==> src/rtl/serial_tx_if.sv <==
// Word handshake between a producer and serial_tx.
// in_data/in_valid flow to the transmitter; in_ready returns to the producer.
interface serial_tx_if #(
  parameter int DATA_W = 8
);
  logic [DATA_W-1:0] in_data;
  logic              in_valid;
  logic              in_ready;

  modport master (
    output in_data,
    output in_valid,
    input  in_ready
  );

  modport slave (
    input  in_data,
    input  in_valid,
    output in_ready
  );
endinterface

==> src/rtl/serial_tx.sv <==
// Framed LSB-first serial transmitter: start, data, optional even parity, stop.
// Ports: clk, rst (async high), in_if (word handshake), tx line, busy, done pulse.
module serial_tx #(
  parameter int DATA_W       = 8,
  parameter int CLKS_PER_BIT = 4,
  parameter int PARITY_EN    = 1
) (
  input  logic       clk,
  input  logic       rst,
  serial_tx_if.slave in_if,
  output logic       tx,
  output logic       busy,
  output logic       done
);

  localparam int CW =
    (CLKS_PER_BIT > 1) ? $clog2(CLKS_PER_BIT) : 1;
  localparam int BW =
    (DATA_W > 1) ? $clog2(DATA_W) : 1;
  localparam logic [CW-1:0] CNT_LAST =
    CW'(CLKS_PER_BIT - 1);
  localparam logic [BW-1:0] BIT_LAST =
    BW'(DATA_W - 1);

  typedef enum logic [2:0] {
    IDLE,
    START,
    DATA,
    PARITY,
    STOP
  } state_t;

  state_t            state_q, state_d;
  logic [CW-1:0]     cnt_q, cnt_d;
  logic [BW-1:0]     bit_q, bit_d;
  logic [DATA_W-1:0] sh_q, sh_d;
  logic              par_q, par_d;
  logic              tx_q, tx_d;
  logic              rdy_q, rdy_d;
  logic              busy_q, busy_d;
  logic              done_q, done_d;
  logic              bit_end;

  always_ff @(posedge clk or posedge rst) begin
    if (rst) begin
      state_q <= IDLE;
      cnt_q   <= '0;
      bit_q   <= '0;
      sh_q    <= '0;
      par_q   <= 1'b0;
      tx_q    <= 1'b1;
      rdy_q   <= 1'b1;
      busy_q  <= 1'b0;
      done_q  <= 1'b0;
    end else begin
      state_q <= state_d;
      cnt_q   <= cnt_d;
      bit_q   <= bit_d;
      sh_q    <= sh_d;
      par_q   <= par_d;
      tx_q    <= tx_d;
      rdy_q   <= rdy_d;
      busy_q  <= busy_d;
      done_q  <= done_d;
    end
  end

  always_comb begin
    state_d = state_q;
    cnt_d   = cnt_q;
    bit_d   = bit_q;
    sh_d    = sh_q;
    par_d   = par_q;
    bit_end = (cnt_q == CNT_LAST);

    if (state_q != IDLE) begin
      cnt_d = bit_end ? '0 : cnt_q + CW'(1);
    end

    unique case (state_q)
      IDLE: begin
        if (in_if.in_valid) begin
          state_d = START;
          sh_d    = in_if.in_data;
          par_d   = ^in_if.in_data;
          cnt_d   = '0;
          bit_d   = '0;
        end
      end
      START: begin
        if (bit_end) state_d = DATA;
      end
      DATA: begin
        if (bit_end) begin
          sh_d = sh_q >> 1;
          if (bit_q == BIT_LAST) begin
            bit_d   = '0;
            state_d = (PARITY_EN != 0) ? PARITY : STOP;
          end else begin
            bit_d = bit_q + BW'(1);
          end
        end
      end
      PARITY: begin
        if (bit_end) state_d = STOP;
      end
      STOP: begin
        if (bit_end) state_d = IDLE;
      end
      default: state_d = IDLE;
    endcase

    // Outputs are decoded from the next state so they
    // leave the flops aligned with the state they describe.
    tx_d = 1'b1;
    unique case (state_d)
      START:   tx_d = 1'b0;
      DATA:    tx_d = sh_d[0];
      PARITY:  tx_d = par_d;
      default: tx_d = 1'b1;
    endcase

    rdy_d  = (state_d == IDLE);
    busy_d = (state_d != IDLE);
    done_d = (state_d == STOP) && (cnt_d == CNT_LAST);
  end

  assign in_if.in_ready = rdy_q;
  assign tx             = tx_q;
  assign busy           = busy_q;
  assign done           = done_q;

endmodule
==> src/flat_wrapper.sv <==
// flat-port wrapper written by rule: the top's interface ports become plain ports
module serial_tx_flat 
#(
  parameter int DATA_W       = 8,
  parameter int CLKS_PER_BIT = 4,
  parameter int PARITY_EN    = 1
)
  (clk, rst, tx, busy, done, in_if_in_data, in_if_in_valid, in_if_in_ready);
  serial_tx_if #(.DATA_W(DATA_W)) in_if_i ();
  input  logic clk;
  input  logic rst;
  output logic tx;
  output logic busy;
  output logic done;
  input wire logic [$bits(in_if_i.in_data)-1:0] in_if_in_data;
  input wire logic [$bits(in_if_i.in_valid)-1:0] in_if_in_valid;
  output wire logic [$bits(in_if_i.in_ready)-1:0] in_if_in_ready;
  assign in_if_i.in_data = in_if_in_data;
  assign in_if_i.in_valid = in_if_in_valid;
  assign in_if_in_ready = in_if_i.in_ready;
  serial_tx #(.DATA_W(DATA_W), .CLKS_PER_BIT(CLKS_PER_BIT), .PARITY_EN(PARITY_EN)) u_core (.clk(clk), .rst(rst), .in_if(in_if_i), .tx(tx), .busy(busy), .done(done));
endmodule
==> config.mk <==
export PLATFORM = sky130hd
export DESIGN_NAME = serial_tx_flat
export DESIGN_NICKNAME = d
export VERILOG_FILES = /design/src/rtl/serial_tx_if.sv /design/src/rtl/serial_tx.sv /design/src/flat_wrapper.sv
export SDC_FILE = /design/constraint.sdc
export NUM_CORES = 1
export LEC_CHECK = 0
export BUFFER_PORTS_ARGS = -buffer_cell sky130_fd_sc_hd__buf_2
export CAP_MARGIN = 20
export CELL_PAD_IN_SITES_DETAIL_PLACEMENT = 1
export CELL_PAD_IN_SITES_GLOBAL_PLACEMENT = 1
export CORE_UTILIZATION = 43
export DETAILED_ROUTE_END_ITERATION = 7
export PLACE_DENSITY_LB_ADDON = 0.3
export SYNTH_ARGS = -nofsm -noshare
export SYNTH_HDL_FRONTEND = slang
export SYNTH_SLANG_ARGS = --single-unit
==> constraint.sdc <==
create_clock -name clk -period 2.6 [get_ports clk]
set_clock_uncertainty 0.15 [all_clocks]
set_input_delay 0 -clock clk [delete_from_list [all_inputs] [get_ports clk]]
set_output_delay 0 -clock clk [all_outputs]
set_load 0.01 [all_outputs]
==> reports/metrics.yaml, run 1 <==
status: "finished, final reports clean"
syn_avg_cell_area_sq_um: 11.0
cts-root-buf: "clkbuf_4"
cts_sinks: 21
drt-total-wl_mm: 2.26
powerDensity_nw_per_um2: 980
drc: 0
fin_crit_sh_pct: 77.1
num_rows: 17
arrival_ns: 2.02
numCtsBuffers: 3
grt_usage_pct: 20.9
final_cell_area_sq_um: 1240
gr-total-overflow: 0
cp_max_fo: 4
tightest_slew_ns: 0.788
r2r_start: "u_core.bit_q[0]"
floorplan.die_area_sq_um: 2600
cts_buffer_depth: 2
netlist-cell-type-count: 34
maxCapViolCount: 0
nets: 134
cts_resized: 0
post-route-min-period_ns: 2.00
crit_required_ns: 2.61
io_pins: 15
place.gp.congestion: 0.783
drive_gt1_share_pct: 21.8
syn_area_sq_um: 1030
final_cells: 147
syn_to_final_growth_pct: 19.8
startpoint: "u_core.bit_q[0]"
initial_core_util_pct: 46.2
finalHoldViolCount: 0
cts.clk_slew.worst_paths_ns: 0.12
post-place-ws_ns: 0.633
peakVddDrop_uv: 594
core_sq_um: 2230
portBuffers: 14
drtAntennaViolNets: 0
cts_tree: "built"
antenna_found_initial: 0
synth_top_flop_cell: "dfrtp_1"
fp.dieH_microns: 51.0
drtIter0Drc: 14
grt_pass1_wl_mm: 3.97
placed_cell_area_sq_um: 1110
fmax_mhz: 499
hold_ws_ns: 0.243
drv_slew: 0
hpwlAfterDp_mm: 1.45
viasPerCell: 5.44
slew_headroom_pct: 47.4
cp-end-kind: "flip-flop"
dpl.cell_count: 133
power.total_mw: 1.21
setup_violations: 0
synth_cells: 94
synth-seq-area-share_pct: 51.2
utilization_pct: 55.4
syn_nets: 108
antenna_cells: 0
async_flop_share_pct: 100
grt_start_max_net_pins: 22
grt_pass1_vias: 831
postCtsHoldBufs: 10
dr.pass1.iters: 4
yosysWarnings: 0
synth-edff-count: 0
worst_slack_ns: 0.596
leakagePower_nw: 0.597
fin_setup_tns_ns: 0
startpoint_type: "flip-flop"
grt_setup_unrepaired: "no"
clk_latency_ns: 0.30
crit_type: "reg2reg"
avgRoutedWirePerCell_microns: 15.4
n_fill_cell: 257
h-tree-depth: 1
ys_ff_latch: 21
hold_class: "in2async"
cts_setup_buffers: 0
vias: 800
die_w_microns: 51.0
==> where the power goes <==
part	leakage [nW]	switching, mW	internal, mW
clock network	0.0150	0.0928	0.0597
logic	0.324	0.256	0.213
registers	0.258	0.114	0.475
==> worst max-delay path: stages, from the launching register on <==
cell and delay [ns]:
dfrtp_1 0.41, ha_1 0.22, ha_1 0.21, and3_1 0.18, o31a_1 0.29, or3_1 0.41
==> metal layers <==
metal  vias up  routed length (microns)  GRT usage (%)
met2         8                     1090           32.7
met5         -                        0              0
met3         2                       28           3.57
met1       413                     1130           29.2
met4         0                       16           6.94
li1        377                        -              -
==> synthesized netlist by cell type, drive strengths merged (2+ instances only) <==
cell    number  area, sq um
nor2         3         13.8
ha           3         37.5
a22o         2         17.5
buf          5         42.5
o21ai        4         20.0
dfrtp       19          475
xnor2        7         61.3
dfstp        2         52.6
a22oi        6         45.0
nand2       16         60.1
and3         2         12.5
inv          4         15.0
a21oi        2         10.0
nand4b       2         17.5
nor2b        2         12.5
o31a         2         17.5
==> kinds of logic after synthesis <==
logic type	Yosys count	synth area share (%)
compound gates	20	13.9
xor+xnor	7	5.94
fa+ha+maj	3	3.64
buf+inv	9	5.57
flops	21	51.2
mux	1	1.09
simple gates	33	18.7
==> final timing paths <==
| check | to | slack, ns | cells after the start |
|---|---|---|---|
| max | u_core.busy | 0.60 | 5 |
| min in group clk | u_core.sh_q[1] | 0.33 | 4 |
| max reg2reg | u_core.busy | 0.60 | 5 |
| min reg2reg | u_core.sh_q[0] | 0.35 | 1 |
| max in group asynchronous | u_core.state_q[2] | 1.56 | 3 |
| min | u_core.bit_q[2] | 0.24 | 3 |
==> sequential cells by signal, summed over array words and instances, names as in the netlist <==
register / count
u_core.busy: 1
u_core.done: 1
u_core.bit_q: 3
u_core.tx: 1
u_core.cnt_q: 2
u_core.par_q: 1
u_core.in_if.in_ready: 1
u_core.state_q: 3
u_core.sh_q: 8
==> area by class of cell <==
class / count / area, sq um / share of cell area, %
clock buffer: 4 / 26.3 / 2.13
inverter: 4 / 15.0 / 1.21
multi-input combinational: 64 / 447 / 36.1
sequential: 21 / 528 / 42.7
tap: 28 / 35.0 / 2.83
timing repair buffer: 26 / 185 / 15.0
==> cells in the final DEF, fill, tap and decap left out, types with 2 or more instances in the layout <==
| cell | synthesis | routed |
|---|---|---|
| nor2_1 | 2 | 2 |
| ha_1 | 3 | 3 |
| inv_1 | 3 | 3 |
| o31a_1 | 2 | 2 |
| nand4b_1 | 2 | 2 |
| nor2b_1 | 2 | 2 |
| a22oi_1 | 6 | 6 |
| a22o_1 | 2 | 2 |
| o21ai_0 | 2 | 2 |
| dlygate4sd3_1 | 0 | 10 |
| nand2_1 | 16 | 16 |
| o21ai_1 | 2 | 2 |
| xnor2_1 | 7 | 7 |
| clkbuf_4 | 0 | 3 |
| and3_1 | 2 | 2 |
| dfstp_2 | 2 | 2 |
| a21oi_1 | 2 | 2 |
| buf_4 | 2 | 2 |
| dfrtp_1 | 19 | 19 |
| buf_2 | 1 | 14 |
(Power assumes the default switching activity.)
==> run 2, diff against run 1 <==
- ABC_AREA: not set -> 1
- CORE_UTILIZATION: 43 -> 41
- clock period: 2.6 -> 1.95 ns (I/O delays scaled with it)
==> run 2 against run 1 <==
Effect of this change:
- die area increased by 23%
- combinational power increased by 83%
- via count increased by 42%
- setup slack got worse by 0.41 ns
- synthesized area increased by 18%
- fmax increased by 13%
- wire length increased by 27%
- hold slack got worse by 0.019 ns
- synthesized cell count increased by 70%
==> reports/metrics.yaml, run 2 <==
n_fill_cell: 373  # +45%
cpMaxStageDelayCell: "dfrtp_1"
numCtsBuffers: 3  # unchanged
initial_core_util_pct: 43.8  # -2.4 points
drv_slew: 0  # unchanged
fin_crit_sh_pct: 90.6  # +14 points
portBuffers: 14  # unchanged
post-route-min-period_ns: 1.77  # -0.237 ns
maxCapViolCount: 0  # unchanged
cp_max_fo: 6  # +2
p_int_mw: 1.02  # +36%
drt-total-wl_mm: 2.86  # +27%
leakagePower_nw: 0.807  # +35%
cp.buffers_inverters: 1  # +1
core_sq_um: 2780  # +25%
hold_ws_ns: 0.224  # -0.0186 ns
power_frac_seq_pct: 41.1  # -7.5 points
power_switching_uw: 804  # +74%
yosysTopAreaCellShare_pct: 39.0  # -7.0 points
fp.dieH_microns: 56.5  # +11%
utilization_pct: 52.3  # -3.0 points
synth_common_cells: "60 x nand2_1, 22 x inv_1, 19 x dfrtp_1"
vias: 1134  # +42%
placed_cell_area_sq_um: 1330  # +20%
fin_setup_tns_ns: 0  # unchanged
cts_resized: 0  # unchanged
startpoint_type: "flip-flop"
final_common_cell: "nand2_1"
grt_pass1_wl_mm: 5.24  # +32%
hpwlAfterDp_mm: 2.21  # +52%
setup_violations: 0  # unchanged
largest_reg_flops: 8  # unchanged
max_stage_delay_ns: 0.40  # about the same
drtAntennaViolNets: 0  # unchanged
synth-seq-area-share_pct: 43.3  # -7.8 points
clk_latency_ns: 0.31  # about the same
grt_pass1_vias: 1203  # +45%
cp-end-kind: "flip-flop"
combPwrFrac_pct: 47.1  # +8.3 points
arrival_ns: 1.86  # -0.16 ns
yosysWarnings: 0  # unchanged
grt_start_max_net_pins: 22  # unchanged
hold_class: "in2async"
p_sw_share_pct: 44.1  # +5.9 points
grt_usage_pct: 21.0  # +0.10 points
syn_to_final_growth_pct: 19.4
fmax_mhz: 566  # +13%
synth-edff-count: 0  # unchanged
post-synth-top-area-cell: "dfrtp_1"
grt_setup_unrepaired: "no"
mostFrequentLayoutCells: "60 x nand2_1, 22 x inv_1, 19 x dfrtp_1"
h-tree-depth: 1  # unchanged
viasPerCell: 5.18  # -4.9%
gr-total-overflow: 0  # unchanged
netlist-cell-type-count: 27  # -21%
regMostFlops: "u_core.sh_q"
synth_top_flop_cell: "dfrtp_1"
crit_family: "simple AND/OR/NAND/NOR gates"
synth.most_common_cell: "nand2_1"
place.gp.congestion: 0.829  # +5.9%
slew_headroom_pct: 46.7  # -0.69 points
tightest_slew_ns: 0.799  # +0.0104 ns
status: "finished, final reports clean"
cts.clk_slew.worst_paths_ns: 0.12  # about the same
peakVddDrop_uv: 748  # +26%
clkPwrFrac_pct: 11.7  # -0.9 points
top_regs: "u_core.sh_q x8, u_core.bit_q x3, u_core.state_q x3"
cts_buffer_depth: 2  # unchanged
io_pins: 15  # unchanged
worst-path-stages: 8  # +3
ys_top_cells_by_area: "dfrtp_1 39%, nand2_1 18%, inv_1 6.8%, dfstp_2 4.3%, nand3_1 3.7%"
synth_cells: 160  # +70%
floorplan.die_area_sq_um: 3190  # +23%
cts_tree: "built"
drc: 0  # unchanged
rr_worst_depth: 8  # +3
antenna_cells: 0  # unchanged
async_flop_share_pct: 100  # unchanged
crit_type: "reg2reg"
finalHoldViolCount: 0  # unchanged
cts_sinks: 21  # unchanged
cts_setup_buffers: 0  # unchanged
crit_required_ns: 2.05  # -0.56 ns
final_cell_area_sq_um: 1460  # +18%
syn_nets: 174  # +61%
die_w_microns: 56.5  # +11%
powerDensity_nw_per_um2: 1250  # +28%
dr.pass1.iters: 4  # unchanged
avgRoutedWirePerCell_microns: 13.1  # -15%
cts-root-buf: "clkbuf_4"
drive_gt1_share_pct: 19.1  # -2.7 points
drtIter0Drc: 17  # +3
syn_area_sq_um: 1220  # +18%
path_cells: "ha_1, inv_1, nor3_4, nand2_1, nand3_1, nor2_1, nand2_1, nand3_1"
syn_avg_cell_area_sq_um: 7.62  # -31%
num_rows: 19  # +2
ys_ff_latch: 21  # unchanged
antenna_found_initial: 0  # unchanged
nets: 203  # +51%
==> run 2: kinds of logic after synthesis <==
logic type      count (synthesis)  share of synthesized area [%]
buf+inv                        26                           8.42
xor+xnor                        1                          0.719
flops                          21                           43.3
compound gates                 15                           7.91
fa+ha+maj                       3                           3.08
simple gates                   94                           36.6
==> run 2: area by class of cell <==
class | instances | area (sq um) | share of cell area, %
multi-input cells | 113 | 588 | 40.4
flip-flops and latches | 21 | 528 | 36.3
repair buffers | 24 | 170 | 11.7
inverters | 26 | 103 | 7.05
well taps | 31 | 38.8 | 2.67
clock buffers | 3 | 22.5 | 1.55
clock inverters | 1 | 5.00 | 0.344
==> run 2: worst paths after layout <==
path                                       start           endpoint  slack [ns]
worst max-delay path             u_core.cnt_q[0]          u_core.tx        0.18
worst min-delay path                         rst  u_core.state_q[1]        0.22
worst max register to register   u_core.cnt_q[0]          u_core.tx        0.18
worst min register to register    u_core.sh_q[1]     u_core.sh_q[1]        0.36
max in group asynchronous                    rst     u_core.sh_q[6]        0.93
min in group clk                in_if_in_data[5]     u_core.sh_q[5]        0.35
==> run 2: power groups by stage <==
stage	Combinational, mW	Sequential, mW	Clock, mW
final	0.858	0.749	0.214
after global routing	0.984	0.776	0.236
after CTS	0.873	0.752	0.218
after detailed placement	0.845	0.760	0
after global placement	0.790	0.748	0
after floorplan	0.621	0.750	0
==> run 2: routing by layer <==
metal  vias to the layer above  GRT usage (%)  share of wire (%)
li1                        559              -                  -
met1                       547           24.4                 42
met2                        24           40.0                 55
met3                         4           2.07                2.4
met4                         0           6.27                1.1
met5                         -              0                  0
==> run 2: timing repair <==
item                                   in CTS  in global routing
setup endpoints to repair                   0                  0
hold buffers                               10                  0
endpoints found under the hold margin      31                  0
==> run 2: worst reg2reg max path: stages (launching register included) <==
cell and delay, ns:
dfrtp_1 0.40, ha_1 0.29, inv_1 0.14, nor3_4 0.35
nand2_1 0.09, nand3_1 0.10, nor2_1 0.05, nand2_1 0.07
nand3_1 0.08
==> run 2: stage by stage <==
step	setup WS, ns	std cells	power (mW)
finish	0.183	219	1.82
global route	0.0404	219	2.00
CTS	0.178	219	1.84
detailed placement	0.221	205	1.60
global placement	0.289	205	1.54
floorplan	0.484	160	1.37
